## config.mk

```make
export PLATFORM = sky130hd
export DESIGN_NAME = sd_spi_host_flat
export DESIGN_NICKNAME = d
export VERILOG_FILES = /design/src/rtl/sd_spi_host_if.sv /design/src/rtl/sd_spi_host.sv /design/src/flat_wrapper.sv
export SDC_FILE = /design/constraint.sdc
export NUM_CORES = 1
export LEC_CHECK = 0
export ABC_AREA = 1
export CORE_UTILIZATION = 45
export DETAILED_ROUTE_END_ITERATION = 7
export PLACE_DENSITY = 0.84
export SYNTH_ARGS = -nofsm -noshare
export SYNTH_HDL_FRONTEND = slang
export SYNTH_SLANG_ARGS = --single-unit
```

## constraint.sdc

```tcl
create_clock -name clk -period 3.3 [get_ports clk]
set_input_delay 0.33 -clock clk [delete_from_list [all_inputs] [get_ports clk]]
set_output_delay 0.33 -clock clk [all_outputs]
set_load 0.1 [all_outputs]
```

## src/rtl/sd_spi_host_if.sv

```systemverilog
// Command/response bus between the system controller and the SPI-mode SD host.
// The controller side uses the master modport, the host uses the slave modport.
interface sd_spi_host_if;
    logic [47:0] cmd_in;
    logic        cmd_valid;
    logic        cmd_ready;
    logic [47:0] resp_out;
    logic        resp_valid;
    logic [47:0] rd_data_out;
    logic        rd_data_valid;
    logic        token_err;
    logic        busy;
    logic [15:0] txn_count;
    logic [15:0] err_count;

    modport master (
        output cmd_in, cmd_valid,
        input  cmd_ready, resp_out, resp_valid, rd_data_out, rd_data_valid,
        input  token_err, busy, txn_count, err_count
    );

    modport slave (
        input  cmd_in, cmd_valid,
        output cmd_ready, resp_out, resp_valid, rd_data_out, rd_data_valid,
        output token_err, busy, txn_count, err_count
    );
endinterface

```

## src/rtl/sd_spi_host.sv

```systemverilog
// SPI-mode (mode 0) SD host: shifts out a 48-bit command, captures a 48-bit
// response and, for CMD17, a 48-bit token phase followed by one data word.
// Optional feature macro: SD_HOST_STATS_EN builds saturating transaction and
// token-error counters; without it both counters read as zero.
module sd_spi_host #(
    parameter int         SCLK_HALF  = 4,
    parameter int         CS_GAP     = 4,
    parameter logic [7:0] DATA_TOKEN = 8'hFE
) (
    input  logic         clk,
    input  logic         rst_n,
    sd_spi_host_if.slave bus,
    output logic         cs_n,
    output logic         sclk,
    output logic         mosi,
    input  logic         miso
);
    localparam int DIV_W = $clog2(SCLK_HALF);
    localparam int GAP_W = $clog2(CS_GAP);
    localparam logic [DIV_W-1:0] DIV_LAST = DIV_W'(SCLK_HALF - 1);
    localparam logic [GAP_W-1:0] GAP_LAST = GAP_W'(CS_GAP - 1);

    typedef enum logic [2:0] {IDLE, CMD, RESP, TOKEN, DATA, GAP} state_t;

    state_t           state, state_next;
    logic [DIV_W-1:0] div;
    logic [GAP_W-1:0] gap_cnt;
    logic [5:0]       bit_cnt;
    logic             tail;
    logic             is_read;
    logic             token_ok;
    logic [6:0]       token_sh;
    logic [47:0]      tx_sh;
    logic [47:0]      resp_out;
    logic [47:0]      rd_data_out;
    logic             resp_valid;
    logic             rd_data_valid;
    logic             token_err;

    logic in_xfer, tick, rise, fall, done, last;

    // A half-period ends every SCLK_HALF clocks; once the final bit of a
    // phase is in, the next low-ending tick closes the frame instead of rising.
    assign in_xfer = (state == CMD) || (state == RESP) || (state == TOKEN) || (state == DATA);
    assign tick    = in_xfer && (div == DIV_LAST);
    assign rise    = tick && !sclk && !tail;
    assign fall    = tick && sclk;
    assign done    = tick && !sclk && tail;
    assign last    = (bit_cnt == 6'd47);

    assign bus.cmd_ready     = (state == IDLE);
    assign bus.busy          = (state != IDLE);
    assign bus.resp_out      = resp_out;
    assign bus.resp_valid    = resp_valid;
    assign bus.rd_data_out   = rd_data_out;
    assign bus.rd_data_valid = rd_data_valid;
    assign bus.token_err     = token_err;

    // State register.
    always_ff @(posedge clk or negedge rst_n) begin
        if (!rst_n) state <= IDLE;
        else        state <= state_next;
    end

    // Phase sequencing driven by the sclk edge strobes.
    always_comb begin
        state_next = state;
        case (state)
            IDLE:    if (bus.cmd_valid) state_next = CMD;
            CMD:     if (fall && last) state_next = RESP;
            RESP: begin
                if (rise && last && is_read) state_next = TOKEN;
                else if (done)               state_next = GAP;
            end
            TOKEN:   if (rise && last) state_next = DATA;
            DATA:    if (done) state_next = GAP;
            GAP:     if (gap_cnt == GAP_LAST) state_next = IDLE;
            default: state_next = IDLE;
        endcase
    end

    // Pin timing, shift registers, bit counting and result pulses.
    always_ff @(posedge clk or negedge rst_n) begin
        if (!rst_n) begin
            div           <= '0;
            gap_cnt       <= '0;
            bit_cnt       <= '0;
            tail          <= 1'b0;
            is_read       <= 1'b0;
            token_ok      <= 1'b0;
            token_sh      <= '0;
            tx_sh         <= '0;
            resp_out      <= '0;
            rd_data_out   <= '0;
            resp_valid    <= 1'b0;
            rd_data_valid <= 1'b0;
            token_err     <= 1'b0;
            cs_n          <= 1'b1;
            sclk          <= 1'b0;
            mosi          <= 1'b1;
        end else begin
            resp_valid    <= 1'b0;
            rd_data_valid <= 1'b0;
            token_err     <= 1'b0;
            if (!in_xfer || tick) div <= '0;
            else                  div <= div + DIV_W'(1);
            case (state)
                IDLE: begin
                    if (bus.cmd_valid) begin
                        tx_sh   <= bus.cmd_in;
                        is_read <= (bus.cmd_in[47:40] == 8'h51);
                        cs_n    <= 1'b0;
                        sclk    <= 1'b0;
                        mosi    <= bus.cmd_in[47];
                        bit_cnt <= '0;
                        tail    <= 1'b0;
                    end
                end
                CMD: begin
                    if (rise) sclk <= 1'b1;
                    if (fall) begin
                        sclk <= 1'b0;
                        if (last) begin
                            mosi    <= 1'b1;
                            bit_cnt <= '0;
                        end else begin
                            mosi    <= tx_sh[46];
                            tx_sh   <= tx_sh << 1;
                            bit_cnt <= bit_cnt + 6'd1;
                        end
                    end
                end
                RESP: begin
                    if (rise) begin
                        sclk     <= 1'b1;
                        resp_out <= {resp_out[46:0], miso};
                        bit_cnt  <= bit_cnt + 6'd1;
                        if (last) begin
                            if (is_read) begin
                                resp_valid <= 1'b1;
                                bit_cnt    <= '0;
                            end else begin
                                tail <= 1'b1;
                            end
                        end
                    end
                    if (fall) sclk <= 1'b0;
                    if (done) begin
                        cs_n       <= 1'b1;
                        tail       <= 1'b0;
                        gap_cnt    <= '0;
                        resp_valid <= 1'b1;
                    end
                end
                TOKEN: begin
                    if (rise) begin
                        sclk     <= 1'b1;
                        token_sh <= {token_sh[5:0], miso};
                        bit_cnt  <= bit_cnt + 6'd1;
                        if (last) begin
                            bit_cnt  <= '0;
                            token_ok <= ({token_sh, miso} == DATA_TOKEN);
                        end
                    end
                    if (fall) sclk <= 1'b0;
                end
                DATA: begin
                    if (rise) begin
                        sclk        <= 1'b1;
                        rd_data_out <= {rd_data_out[46:0], miso};
                        bit_cnt     <= bit_cnt + 6'd1;
                        if (last) tail <= 1'b1;
                    end
                    if (fall) sclk <= 1'b0;
                    if (done) begin
                        cs_n          <= 1'b1;
                        tail          <= 1'b0;
                        gap_cnt       <= '0;
                        rd_data_valid <= token_ok;
                        token_err     <= !token_ok;
                    end
                end
                GAP: begin
                    gap_cnt <= gap_cnt + GAP_W'(1);
                    cs_n    <= 1'b1;
                    sclk    <= 1'b0;
                    mosi    <= 1'b1;
                end
                default: ;
            endcase
        end
    end

`ifdef SD_HOST_STATS_EN
    logic [15:0] txn_count, err_count;

    // Saturating counts of completed transactions and read-token errors.
    always_ff @(posedge clk or negedge rst_n) begin
        if (!rst_n) begin
            txn_count <= '0;
            err_count <= '0;
        end else begin
            if (done && txn_count != 16'hFFFF) txn_count <= txn_count + 16'd1;
            if (done && state == DATA && !token_ok && err_count != 16'hFFFF)
                err_count <= err_count + 16'd1;
        end
    end

    assign bus.txn_count = txn_count;
    assign bus.err_count = err_count;
`else
    assign bus.txn_count = '0;
    assign bus.err_count = '0;
`endif
endmodule
```

## src/flat_wrapper.sv

```systemverilog
// flat-port wrapper written by rule: the top's interface ports become plain ports
module sd_spi_host_flat 
#(
    parameter int         SCLK_HALF  = 4,
    parameter int         CS_GAP     = 4,
    parameter logic [7:0] DATA_TOKEN = 8'hFE
)
  (clk, rst_n, cs_n, sclk, mosi, miso, bus_cmd_in, bus_cmd_valid, bus_cmd_ready, bus_resp_out, bus_resp_valid, bus_rd_data_out, bus_rd_data_valid, bus_token_err, bus_busy, bus_txn_count, bus_err_count);
  sd_spi_host_if bus_i ();
  input  logic clk;
  input  logic rst_n;
  output logic cs_n;
  output logic sclk;
  output logic mosi;
  input  logic miso;
  input wire logic [$bits(bus_i.cmd_in)-1:0] bus_cmd_in;
  input wire logic [$bits(bus_i.cmd_valid)-1:0] bus_cmd_valid;
  output wire logic [$bits(bus_i.cmd_ready)-1:0] bus_cmd_ready;
  output wire logic [$bits(bus_i.resp_out)-1:0] bus_resp_out;
  output wire logic [$bits(bus_i.resp_valid)-1:0] bus_resp_valid;
  output wire logic [$bits(bus_i.rd_data_out)-1:0] bus_rd_data_out;
  output wire logic [$bits(bus_i.rd_data_valid)-1:0] bus_rd_data_valid;
  output wire logic [$bits(bus_i.token_err)-1:0] bus_token_err;
  output wire logic [$bits(bus_i.busy)-1:0] bus_busy;
  output wire logic [$bits(bus_i.txn_count)-1:0] bus_txn_count;
  output wire logic [$bits(bus_i.err_count)-1:0] bus_err_count;
  assign bus_i.cmd_in = bus_cmd_in;
  assign bus_i.cmd_valid = bus_cmd_valid;
  assign bus_cmd_ready = bus_i.cmd_ready;
  assign bus_resp_out = bus_i.resp_out;
  assign bus_resp_valid = bus_i.resp_valid;
  assign bus_rd_data_out = bus_i.rd_data_out;
  assign bus_rd_data_valid = bus_i.rd_data_valid;
  assign bus_token_err = bus_i.token_err;
  assign bus_busy = bus_i.busy;
  assign bus_txn_count = bus_i.txn_count;
  assign bus_err_count = bus_i.err_count;
  sd_spi_host #(.SCLK_HALF(SCLK_HALF), .CS_GAP(CS_GAP), .DATA_TOKEN(DATA_TOKEN)) u_core (.clk(clk), .rst_n(rst_n), .bus(bus_i), .cs_n(cs_n), .sclk(sclk), .mosi(mosi), .miso(miso));
endmodule
```

Yosys cells after proc, flatten, opt, wreduce, memory -nomap -nowiden --
Cells that the tools add are included.
Storage, ports and cells: register bits 172
Operators by class: mux-type cells 50, $add $sub $neg 3, eq/ne operators 26, reduce and logical (&&, ||, !) cells 40
Operator list (count):
- $mux W47 | 3
- $pmux W47 S2 | 1
- $mux W6 | 8
- $pmux W6 S5 | 1
- $mux W1 | 23
- $mux W3 | 6
- $pmux W3 S6 | 1
- $ne A3 B1 Y1 const B | 5
- $reduce_bool A3 Y1 | 5
- $ne A2 B1 Y1 const B | 6
- $pmux W1 S3 | 4
- $reduce_and A3 Y1 | 4
- $reduce_and A2 Y1 | 5
- $eq A8 B7 Y1 const B | 1
- $eq A8 B8 Y1 const B | 1
- $logic_and A1 B1 Y1 | 8
- $ne A2 B2 Y1 const B | 4
- $reduce_and A4 Y1 | 2
- $reduce_and A7 Y1 | 1
- $add A6 B1 Y6 const B | 1
- $eq A3 B2 Y1 const B | 2
- $eq A3 B3 Y1 const B | 2
- $eq A6 B6 Y1 const B | 1
- $reduce_and A6 Y1 | 1
- 13 further kinds | 23

Logic depth before layout (Yosys ltp) --
Gate-level depths: netlist of the first run.
depth after elaboration 11, depth in mapped cells 11

Least setup slack after synthesis of the first run --
Ideal clock, no wire load.
kind register -> register, start reg u_core.state[1], end reg u_core.tail, arrival 2828 ps, slack 355 ps, library setup time 117 ps, stages on the path, launching flop included 9, buffers on the path 0, required time 3183 ps, cell sequence dfrtp_1 nor2_1 inv_1 nor2_2 inv_1 o21ai_0 nand2_1 nand2_1 nand2_1
On the way: elaborated cells on any way between the ends 23, those cells by class eq/ne (10); mux (3); reduce/logical (10)
RTL lines:
- from (decl) | RTL line sd_spi_host.sv:25 | state_t state, state_next;
- from (signal assigned) | RTL line sd_spi_host.sv:62 | else state <= state_next;
- $logic_not A3 Y1 (*)
- via bus_cmd_ready | RTL line flat_wrapper.sv:18 | output wire logic [$bits(bus_i.cmd_ready)-1:0] bus_cmd_ready;
- $ne A2 B2 Y1 (no source line) / $reduce_bool A3 Y1 (equally long branches)
- $reduce_and A7 Y1 (no source line)
- to (signal assigned) | RTL line sd_spi_host.sv:88 | tail <= 1'b0;
- to (signal assigned) | RTL line sd_spi_host.sv:116 | tail <= 1'b0;
- to (signal assigned) | RTL line sd_spi_host.sv:143 | tail <= 1'b1;
- to (decl) | RTL line sd_spi_host.sv:29 | logic tail;
The timed path passes the listed nets; every way through them passes the cells marked *. A chain may end at the register's enable or synchronous reset.

Final worst setup path of the first run --
start reg u_core.cs_n, end out cs_n
RTL lines:
- from (decl) | RTL line sd_spi_host.sv:13 | output logic cs_n,
- from (signal assigned) | RTL line sd_spi_host.sv:98 | cs_n <= 1'b1;
- from (signal assigned) | RTL line sd_spi_host.sv:112 | cs_n <= 1'b0;
- from (signal assigned) | RTL line sd_spi_host.sv:149 | cs_n <= 1'b1;
- to (decl) | RTL line flat_wrapper.sv:12 | output logic cs_n;
No word-level cell between the ends.

==> results of run 1 <==
## layout by cell type, fill, tap and decap left out, types with 2 or more instances in the layout
master | synthesis | layout
ha_1 | 3 | 3
clkbuf_16 | 0 | 17
clkdlybuf4s50_1 | 0 | 150
inv_6 | 0 | 3
buf_4 | 41 | 15
clkinv_4 | 0 | 3
inv_8 | 0 | 3
nand3_1 | 62 | 62
nor3_1 | 2 | 2
inv_2 | 5 | 5
inv_1 | 77 | 77
nand2_1 | 389 | 389
o21ai_1 | 6 | 6
nand2_2 | 24 | 24
bufinv_16 | 0 | 2
dfstp_2 | 2 | 2
o21ai_0 | 60 | 60
a21oi_1 | 5 | 5
nand3_2 | 2 | 2
conb_1 | 1 | 32
o21ai_2 | 43 | 43
nor2_4 | 3 | 3
buf_12 | 1 | 3
dfrtp_1 | 170 | 170
nor2_1 | 21 | 21
clkinv_2 | 0 | 2
nand4_1 | 10 | 10
o211ai_1 | 2 | 2
## worst min path at each step
stage                             from  cells after the start                            end
4_1_cts                          rst_n                      1   u_core.tx_sh[35]$_DFFE_PN0P_
2_1_floorplan                    rst_n                      0  u_core.bit_cnt[0]$_DFFE_PN0P_
6_report                         rst_n                      1   u_core.tx_sh[34]$_DFFE_PN0P_
5_1_grt                          rst_n                      1   u_core.tx_sh[33]$_DFFE_PN0P_
3_3_place_gp   u_core.div[0]$_DFF_PN0_                      1        u_core.div[0]$_DFF_PN0_
3_5_place_dp   u_core.div[0]$_DFF_PN0_                      1        u_core.div[0]$_DFF_PN0_
## layout make-up
cell class                      instances  area [um2]
Tap cell                              225         282
Clock buffer                           19         443
Multi-Input combinational cell        675        3130
Clock inverter                         13         156
Fill cell                            1535        7230
Timing Repair Buffer                  169        1690
Sequential cell                       172        4310
Inverter                               82         308
## power breakdown
group	leakage (nW)	internal (mW)	switching (mW)
logic	2.67	0.893	2.13
clock network	0.298	1.16	0.871
registers	2.30	2.50	0.172
## registers in the layout, indices dropped and copies added (netlist names), 2 cells and up
signal                  flops
u_core.bus.resp_out        48
u_core.bus.rd_data_out     48
u_core.bit_cnt              6
u_core.token_sh             7
u_core.div                  2
u_core.tx_sh               47
u_core.gap_cnt              2
u_core.state                3
## per-layer routing
metal / GRT usage [%] / vias to the layer above
li1: - / 3281
met1: 26.2 / 3184
met2: 32.3 / 188
met3: 4.59 / 17
met4: 6.48 / 0
met5: 0 / -
## metrics by stage
step	power [mW]	cell area [um2]	hold WS, ns	std cells
floorplan	5.29	8290	0.0344	1006
global placement	5.63	9710	0.423	1323
detailed placement	5.74	9710	0.442	1323
CTS	7.80	10300	0.00373	1355
global route	8.23	10300	0.0407	1355
finish	7.73	10300	-0.0534	1355
## cells in the mapped netlist (10+ instances only)
library cell  number
nand2_1          389
nand4_1           10
clkbuf_1          13
nor2_1            21
buf_4             41
dfrtp_1          170
nand2_2           24
o21ai_2           43
inv_1             77
nand3_1           62
buf_2             12
o21ai_0           60
## logic make-up after synthesis
| family | count (synthesis) | share of synthesized area, % |
|---|---|---|
| XOR/XNOR | 1 | 0.107 |
| flip-flops | 172 | 52.7 |
| adder cells (fa/ha/maj) | 3 | 0.460 |
| other | 1 | 0.0459 |
| AND/OR/NAND/NOR | 520 | 26.8 |
| AO/OA/AOI/OAI | 119 | 9.42 |
| buffers and inverters | 159 | 10.4 |
==> impl_metrics.tcl, run 1 <==
set metrics [dict create \
    cp_max_fo 2 \
    ctsHtreeMaxLevel 4 \
    wirelength_mm 17.7 \
    port_buffers 155 \
    antenna_found_initial 0 \
    diodes 0 \
    tritoncts "done" \
    wl_met2_mm 8.97 \
    outcome "complete, but fails checks" \
    hold_viol 25 \
    slew_headroom_pct 31.8 \
    num_vias 6670 \
    synth_top_area_cell "dfrtp_1" \
    wire_per_inst_um 13.0 \
    rsz0062_at_grt "false" \
    hold_class "in2async" \
    nets 1172 \
    die_area_mm2 0.0187 \
    fin_crit_ns 2.42 \
    crit_path_end_kind "output port" \
    r2r_setup_slack_ns 0.99 \
    root_buffer "clkbuf_16" \
    crit_cells 1 \
    reg2reg_to "u_core.tx_sh[30]$_DFFE_PN0P_" \
    setup_viol 0 \
    synthTopCellsByArea "dfrtp_1 (52%), nand2_1 (18%), o21ai_2 (4.6%)" \
    grt_pass1_wl_mm 29.4 \
    fmax_mhz 413 \
    fin_tns_setup_ns 0 \
    power_density_mw_per_mm2 750 \
    cts_resized 0 \
    postCtsHoldBufs 0 \
    rr_startpoint "u_core.state[1]$_DFFE_PN0P_" \
    core_region_area_mm2 0.0175 \
    violations "hold timing" \
    postLayoutCoreUtil_pct 58.8 \
    wl_met1_mm 7.68 \
    cts_setup_buffers 0 \
    firstDrtPassIters 5 \
    cp.arrival_ns 2.09 \
    synthCells 975 \
    synth_async_sr_flop_share_pct 100 \
    critPathMaxStageDelay_ns 1.14 \
    crit_path_top_delay_cell "clkdlybuf4s50_1" \
    cts_buffers 17 \
    setup_ws_ns 0.877 \
    startpoint "u_core.cs_n$_DFFE_PN1P_" \
    synth_top_area_share_pct 52.1 \
    fin_hold_ws_ns -0.0534 \
    via_per_inst 4.92 \
    cp_top_family "buffers and inverters" \
    drc 0 \
    synth_area_per_cell_um2 8.38 \
    reg2regPathDepth 10 \
    drive_above_1_share_pct 11.8 \
    synth_edf_count 0 \
    ant_nets 0 \
    finClkSkew_ns 0.00913 \
    slew_violations 0 \
    crit_chain "clkdlybuf4s50_1" \
    peakVddDrop_mv 0.428 \
    dp_hpwl_mm 12.1 \
    wl_met3_um 794 \
    grt_max_degree 90 \
    routed.top_layer "met4" \
    yosysUniqueCellTypes 37 \
    grt_pass1_vias 6121 \
    synth_area_mm2 0.00817 \
    clock_latency_ns 0.42 \
    period_share_pct 73.4 \
    clockBufferDepth 2 \
    die_height_um 137 \
    required_ns 2.97 \
    drt_iter0_drc 513 \
    dp_slack_ns 1.02 \
    synth-seq-cells 172 \
    areaGrowthSynthToFinish_pct 26.2 \
    clock-sinks 172 \
    p_leak_nw 5.27 \
    rows 48 \
    crit_type "reg2out" \
    gp_congestion 0.876 \
    die_width_um 137 \
    synthFlopType "dfrtp_1" \
    cp-start-kind "flop" \
    grt_usage_pct 19.9 \
    clk_pin_slew_ns 0.07 \
    synth_warnings 0 \
    cap_viol_max_count 0 \
    crit_end "cs_n" \
    grt-ovfl-total 0 \
    ys_seq_area_share_pct 52.7 \
    tightest_slew_ns 1.02 \
    initial_core_util_pct 46.6 \
    worst-path-buf-inv 1 \
    io_pins 188 \
]
No activity file was read; power rests on OpenSTA's default activity.
==> run 2, diff against run 1 <==
==> constraint.sdc (replaced) <==
create_clock -name clk -period 2.4 [get_ports clk]
set_input_delay 0.24 -clock clk [delete_from_list [all_inputs] [get_ports clk]]
set_output_delay 0.24 -clock clk [all_outputs]
set_load 0.1 [all_outputs]
==> run 2 against run 1 <==
Against the previous run:
- the flow now finishes without violations
- design area down 1.3%
- first-iteration DRC count down 24%
- combinational power up 42%
- critical path depth up 9
- worst hold slack better by 0.39 ns
- sequential power up 38%
- die area unchanged
- critical path type is now reg2reg
- highest routed layer unchanged
==> impl_metrics.tcl, run 2 (synthesis results as in run 1) <==
set metrics [dict create \
    cts_setup_buffers 0 \
    fin_crit_ns 2.04 \
    gp_congestion 0.861 \
    tightest_slew_ns 0.554 \
    switching_share_pct 41.1 \
    reg2regPathDepth 10 \
    stdcell_count 1360 \
    rr_startpoint "u_core.state[0]$_DFFE_PN0P_" \
    drive_above_1_share_pct 21.3 \
    slew_headroom_pct 63.0 \
    largestRegisters "u_core.bus.rd_data_out (48), u_core.bus.resp_out (48), u_core.tx_sh (47)" \
    worst-path-buf-inv 1 \
    dp_hpwl_mm 12.3 \
    hold_class "in2async" \
    cts_buffers 17 \
    cp_top_family "simple AND/OR/NAND/NOR gates" \
    ant_nets 0 \
    grt_max_degree 62 \
    areaGrowthSynthToFinish_pct 24.6 \
    cts_resized 0 \
    cp.arrival_ns 2.39 \
    drc 0 \
    die_width_um 137 \
    internal-power_mw 6.39 \
    fill_cells 1557 \
    rows 48 \
    p_comb_share_pct 39.8 \
    seqPwrFrac_pct 33.9 \
    die_height_um 137 \
    grt-ovfl-total 0 \
    critPathMaxStageDelay_ns 0.44 \
    p_leak_nw 5.52 \
    crit_path_end_kind "flop" \
    finClkSkew_ns 0.00767 \
    tritoncts "done" \
    layout_common_cells "nand2_1 (389), dfrtp_1 (169), buf_4 (115)" \
    io_pins 188 \
    num_vias 6656 \
    hold_viol 0 \
    slew_violations 0 \
    fin_tns_setup_ns 0 \
    power_density_mw_per_mm2 1060 \
    power_switching_mw 4.45 \
    rsz0062_at_grt "false" \
    clockBufferDepth 2 \
    design_area_mm2 0.0102 \
    final_common_cell "nand2_1" \
    firstDrtPassIters 5 \
    setup_viol 0 \
    crit_type "reg2reg" \
    root_buffer "clkbuf_16" \
    wirelength_mm 17.6 \
    outcome "complete, no violations" \
    grt_usage_pct 19.5 \
    cp_max_fo 15 \
    core_region_area_mm2 0.0175 \
    clk_pin_slew_ns 0.07 \
    crit_chain "nor2_1, nand2_2, nand2_4, nand3_4, nand2_2, nand2_2, nor2_4, buf_4, nand2_1, o21ai_2" \
    reg2reg_to "u_core.tx_sh[24]$_DFFE_PN0P_" \
    clockPowerShare_pct 26.3 \
    place_area_mm2 0.00956 \
    postLayoutCoreUtil_pct 58.1 \
    cp-start-kind "flop" \
    nets 1177 \
    grt_pass1_vias 6142 \
    drt_iter0_drc 392 \
    initial_core_util_pct 46.6 \
    grt_pass1_wl_mm 28.8 \
    via_per_inst 4.89 \
    crit_path_top_delay_cell "dfrtp_1" \
    antenna_found_initial 0 \
    die_area_mm2 0.0187 \
    ctsHtreeMaxLevel 4 \
    cpMostUsedCell "nand2_2" \
    period_share_pct 84.9 \
    port_buffers 155 \
    peakVddDrop_mv 0.674 \
    clock_latency_ns 0.42 \
    fmax_mhz 491 \
    clock-sinks 172 \
    cap_viol_max_count 0 \
    dp.cells 1327 \
    diodes 0 \
    wire_per_inst_um 12.9 \
    r2r_setup_slack_ns 0.36 \
    required_ns 2.75 \
]
run 2: power groups by stage:
stage | Sequential [mW] | Clock, mW | Combinational [mW]
after global placement | 3.70 | 0 | 4.21
after CTS | 3.68 | 2.91 | 4.35
after detailed placement | 3.73 | 0 | 4.30
after global routing | 3.73 | 3.03 | 4.78
final | 3.68 | 2.85 | 4.31
after floorplan | 4.02 | 0 | 3.29
run 2: worst max path at each step:
stage	start	end	slack, ns	cells past startpoint
final	u_core.state[0]$_DFFE_PN0P_	u_core.tx_sh[24]$_DFFE_PN0P_	0.36	10
after global routing	u_core.state[0]$_DFFE_PN0P_	u_core.tx_sh[24]$_DFFE_PN0P_	0.21	10
after CTS	u_core.state[0]$_DFFE_PN0P_	u_core.tx_sh[8]$_DFFE_PN0P_	0.36	10
after detailed placement	u_core.state[0]$_DFFE_PN0P_	u_core.tx_sh[24]$_DFFE_PN0P_	0.40	10
after global placement	u_core.state[0]$_DFFE_PN0P_	u_core.tx_sh[24]$_DFFE_PN0P_	0.45	10
after floorplan	u_core.state[1]$_DFFE_PN0P_	u_core.tail$_DFFE_PN0P_	-0.02	8
run 2: repair_timing:
action,CTS,global route
hold buffers,1,0
endpoints found under the setup margin,0,0
endpoints found under the hold margin,54,0
run 2: layout make-up:
class / instances / area [um2] / share of cell area, %
clock inverters: 13 / 171 / 1.68
clock buffers: 19 / 443 / 4.35
flip-flops and latches: 172 / 4310 / 42.3
inverters: 82 / 312 / 3.06
repair buffers: 174 / 1530 / 15.0
well taps: 225 / 282 / 2.77
multi-input cells: 675 / 3140 / 30.8
run 2: layer usage:
metal	routed length [um]	GRT usage, %	vias to the layer above
li1	-	-	3298
met1	7600	24.8	3170
met2	9070	33.2	172
met3	662	3.30	16
met4	225	6.98	0
met5	0	0	-
run 2: metrics by stage:
step | setup slack [ns] | hold WS [ns] | power, mW
global route | 0.211 | 0.376 | 11.5
detailed placement | 0.404 | 0.232 | 8.03
global placement | 0.447 | 0.232 | 7.92
CTS | 0.363 | 0.345 | 10.9
floorplan | -0.0227 | -0.0556 | 7.31
finish | 0.362 | 0.339 | 10.8
==> run 3, diff against run 2 <==
==> constraint.sdc (replaced) <==
create_clock -name clk -period 2 [get_ports clk]
set_input_delay 0.2 -clock clk [delete_from_list [all_inputs] [get_ports clk]]
set_output_delay 0.2 -clock clk [all_outputs]
set_load 0.1 [all_outputs]
==> run 3 against run 2 <==
Against the previous run:
- via count shrank 0.90%
- cell count increased by 0.44%
- clock skew increased by 0.0032 ns
- global-route usage fell by 0.17 points
- sequential share of layout area fell by 0.62 points
- worst hold slack lost 0.080 ns
- count of clock-buffer cells in the layout decreased by 2
- largest cell class unchanged
- highest routed layer unchanged
==> impl_metrics.tcl, run 3 (synthesis results as in run 1) <==
set metrics [dict create \
    firstDrtPassIters 5 \
    wirelength_mm 17.3 \
    port_buffers 155 \
    fmax_mhz 523 \
    cp.arrival_ns 2.22 \
    via_per_inst 4.83 \
    grt_max_degree 64 \
    ctsHtreeMaxLevel 4 \
    finClkSkew_ns 0.0108 \
    io_pins 188 \
    clk_pin_slew_ns 0.07 \
    period_share_pct 95.7 \
    initial_core_util_pct 46.6 \
    tritoncts "done" \
    clock-sinks 172 \
    final_common_cell "nand2_1" \
    rows 48 \
    wl_met3_um 840 \
    die_area_mm2 0.0187 \
    p_leak_nw 5.57 \
    crit_path_end_kind "flop" \
    largestRegisters "u_core.bus.rd_data_out (48), u_core.bus.resp_out (48), u_core.tx_sh (47)" \
    wire_per_inst_um 12.6 \
    fin_hold_ws_ns 0.259 \
    grt_usage_pct 19.3 \
    core_region_area_mm2 0.0175 \
    wl_met1_mm 7.51 \
    postLayoutCoreUtil_pct 59.0 \
    gp_congestion 0.899 \
    diodes 0 \
    crit_type "reg2reg" \
    grt_pass1_vias 6024 \
    hold_viol 0 \
    drc 0 \
    clockBufferDepth 2 \
    power_density_mw_per_mm2 1290 \
    cap_viol_max_count 0 \
    dp_hpwl_mm 12.0 \
    fin_tns_setup_ns 0 \
    nets 1183 \
    outcome "complete, no violations" \
    root_buffer "clkbuf_16" \
    cts_buffers 17 \
    ant_nets 0 \
    slew_violations 0 \
    areaGrowthSynthToFinish_pct 26.6 \
    routed.top_layer "met4" \
    antenna_found_initial 0 \
    cp-start-kind "flop" \
    required_ns 2.30 \
    num_vias 6596 \
    grt_pass1_wl_mm 28.7 \
    layout_common_cells "nand2_1 (389), dfrtp_1 (167), buf_4 (113)" \
    hold_class "in2async" \
    drive_above_1_share_pct 22.0 \
    clock_latency_ns 0.42 \
    fin_crit_ns 1.91 \
    setup_viol 0 \
    dp_slack_ns 0.0434 \
    die_height_um 137 \
    peakVddDrop_mv 0.882 \
    cp_max_fo 26 \
    grt-ovfl-total 0 \
    drt_iter0_drc 474 \
    wl_met2_mm 8.69 \
    die_width_um 137 \
    setup_ws_ns 0.0862 \
]
## run 3: path summary, 6_finish.rpt
check                                              start  depth (start not counted)                           end  slack [ns]
hold reg to reg                  u_core.div[0]$_DFF_PN0_                          1       u_core.div[0]$_DFF_PN0_        0.44
min in group clk                           bus_cmd_in[0]                          3   u_core.tx_sh[0]$_DFFE_PN0P_        0.36
setup / recovery           u_core.bit_cnt[0]$_DFFE_PN0P_                         10  u_core.tx_sh[23]$_DFFE_PN0P_        0.09
setup reg to reg           u_core.bit_cnt[0]$_DFFE_PN0P_                         10  u_core.tx_sh[23]$_DFFE_PN0P_        0.09
hold / removal                                     rst_n                          2  u_core.tx_sh[35]$_DFFE_PN0P_        0.26
max in group asynchronous                          rst_n                          3       u_core.cs_n$_DFFE_PN1P_        1.05
## run 3: repair_timing
action | CTS | global route
hold endpoints to repair | 34 | 0
buffers inserted | 0 | 2
setup endpoints to repair | 0 | 92
hold buffers | 1 | 0
resized for setup | 0 | 2
## run 3: per-layer routing
metal / vias to the layer above / global-route usage [%]
met2: 163 / 32.0
li1: 3312 / -
met1: 3102 / 24.9
met4: 0 / 5.68
met3: 19 / 4.70
met5: - / 0
## run 3: final cells by class
type                    count  area [um2]
inverters                  82         312
repair buffers            180        1660
well taps                 225         282
multi-input cells         675        3140
flip-flops and latches    172        4310
fillers                  1524        7200
clock inverters            15         208
clock buffers              17         425
## run 3: power breakdown
part           internal [mW]  leakage, nW  switching [mW]
registers               4.13         2.30           0.275
clock network           2.02        0.300            1.46
logic                   1.85         2.97            3.63
## run 3: critical path, cell delays in order (launching register included)
cell     delay, ns
dfrtp_2       0.42
ha_1          0.23
nand3_2       0.13
nor2_4        0.18
inv_2         0.10
o21ai_1       0.23
nor2_4        0.06
buf_12        0.15
buf_12        0.17
nand2_1       0.08
o21ai_2       0.05
## run 3: stage by stage
| stage | power (mW) | area (um2) | instances |
|---|---|---|---|
| floorplan | 8.77 | 8300 | 1006 |
| global placement | 9.73 | 9660 | 1331 |
| detailed placement | 9.87 | 9660 | 1331 |
| CTS | 13.4 | 10300 | 1364 |
| global route | 14.2 | 10300 | 1366 |
| finish | 13.4 | 10300 | 1366 |
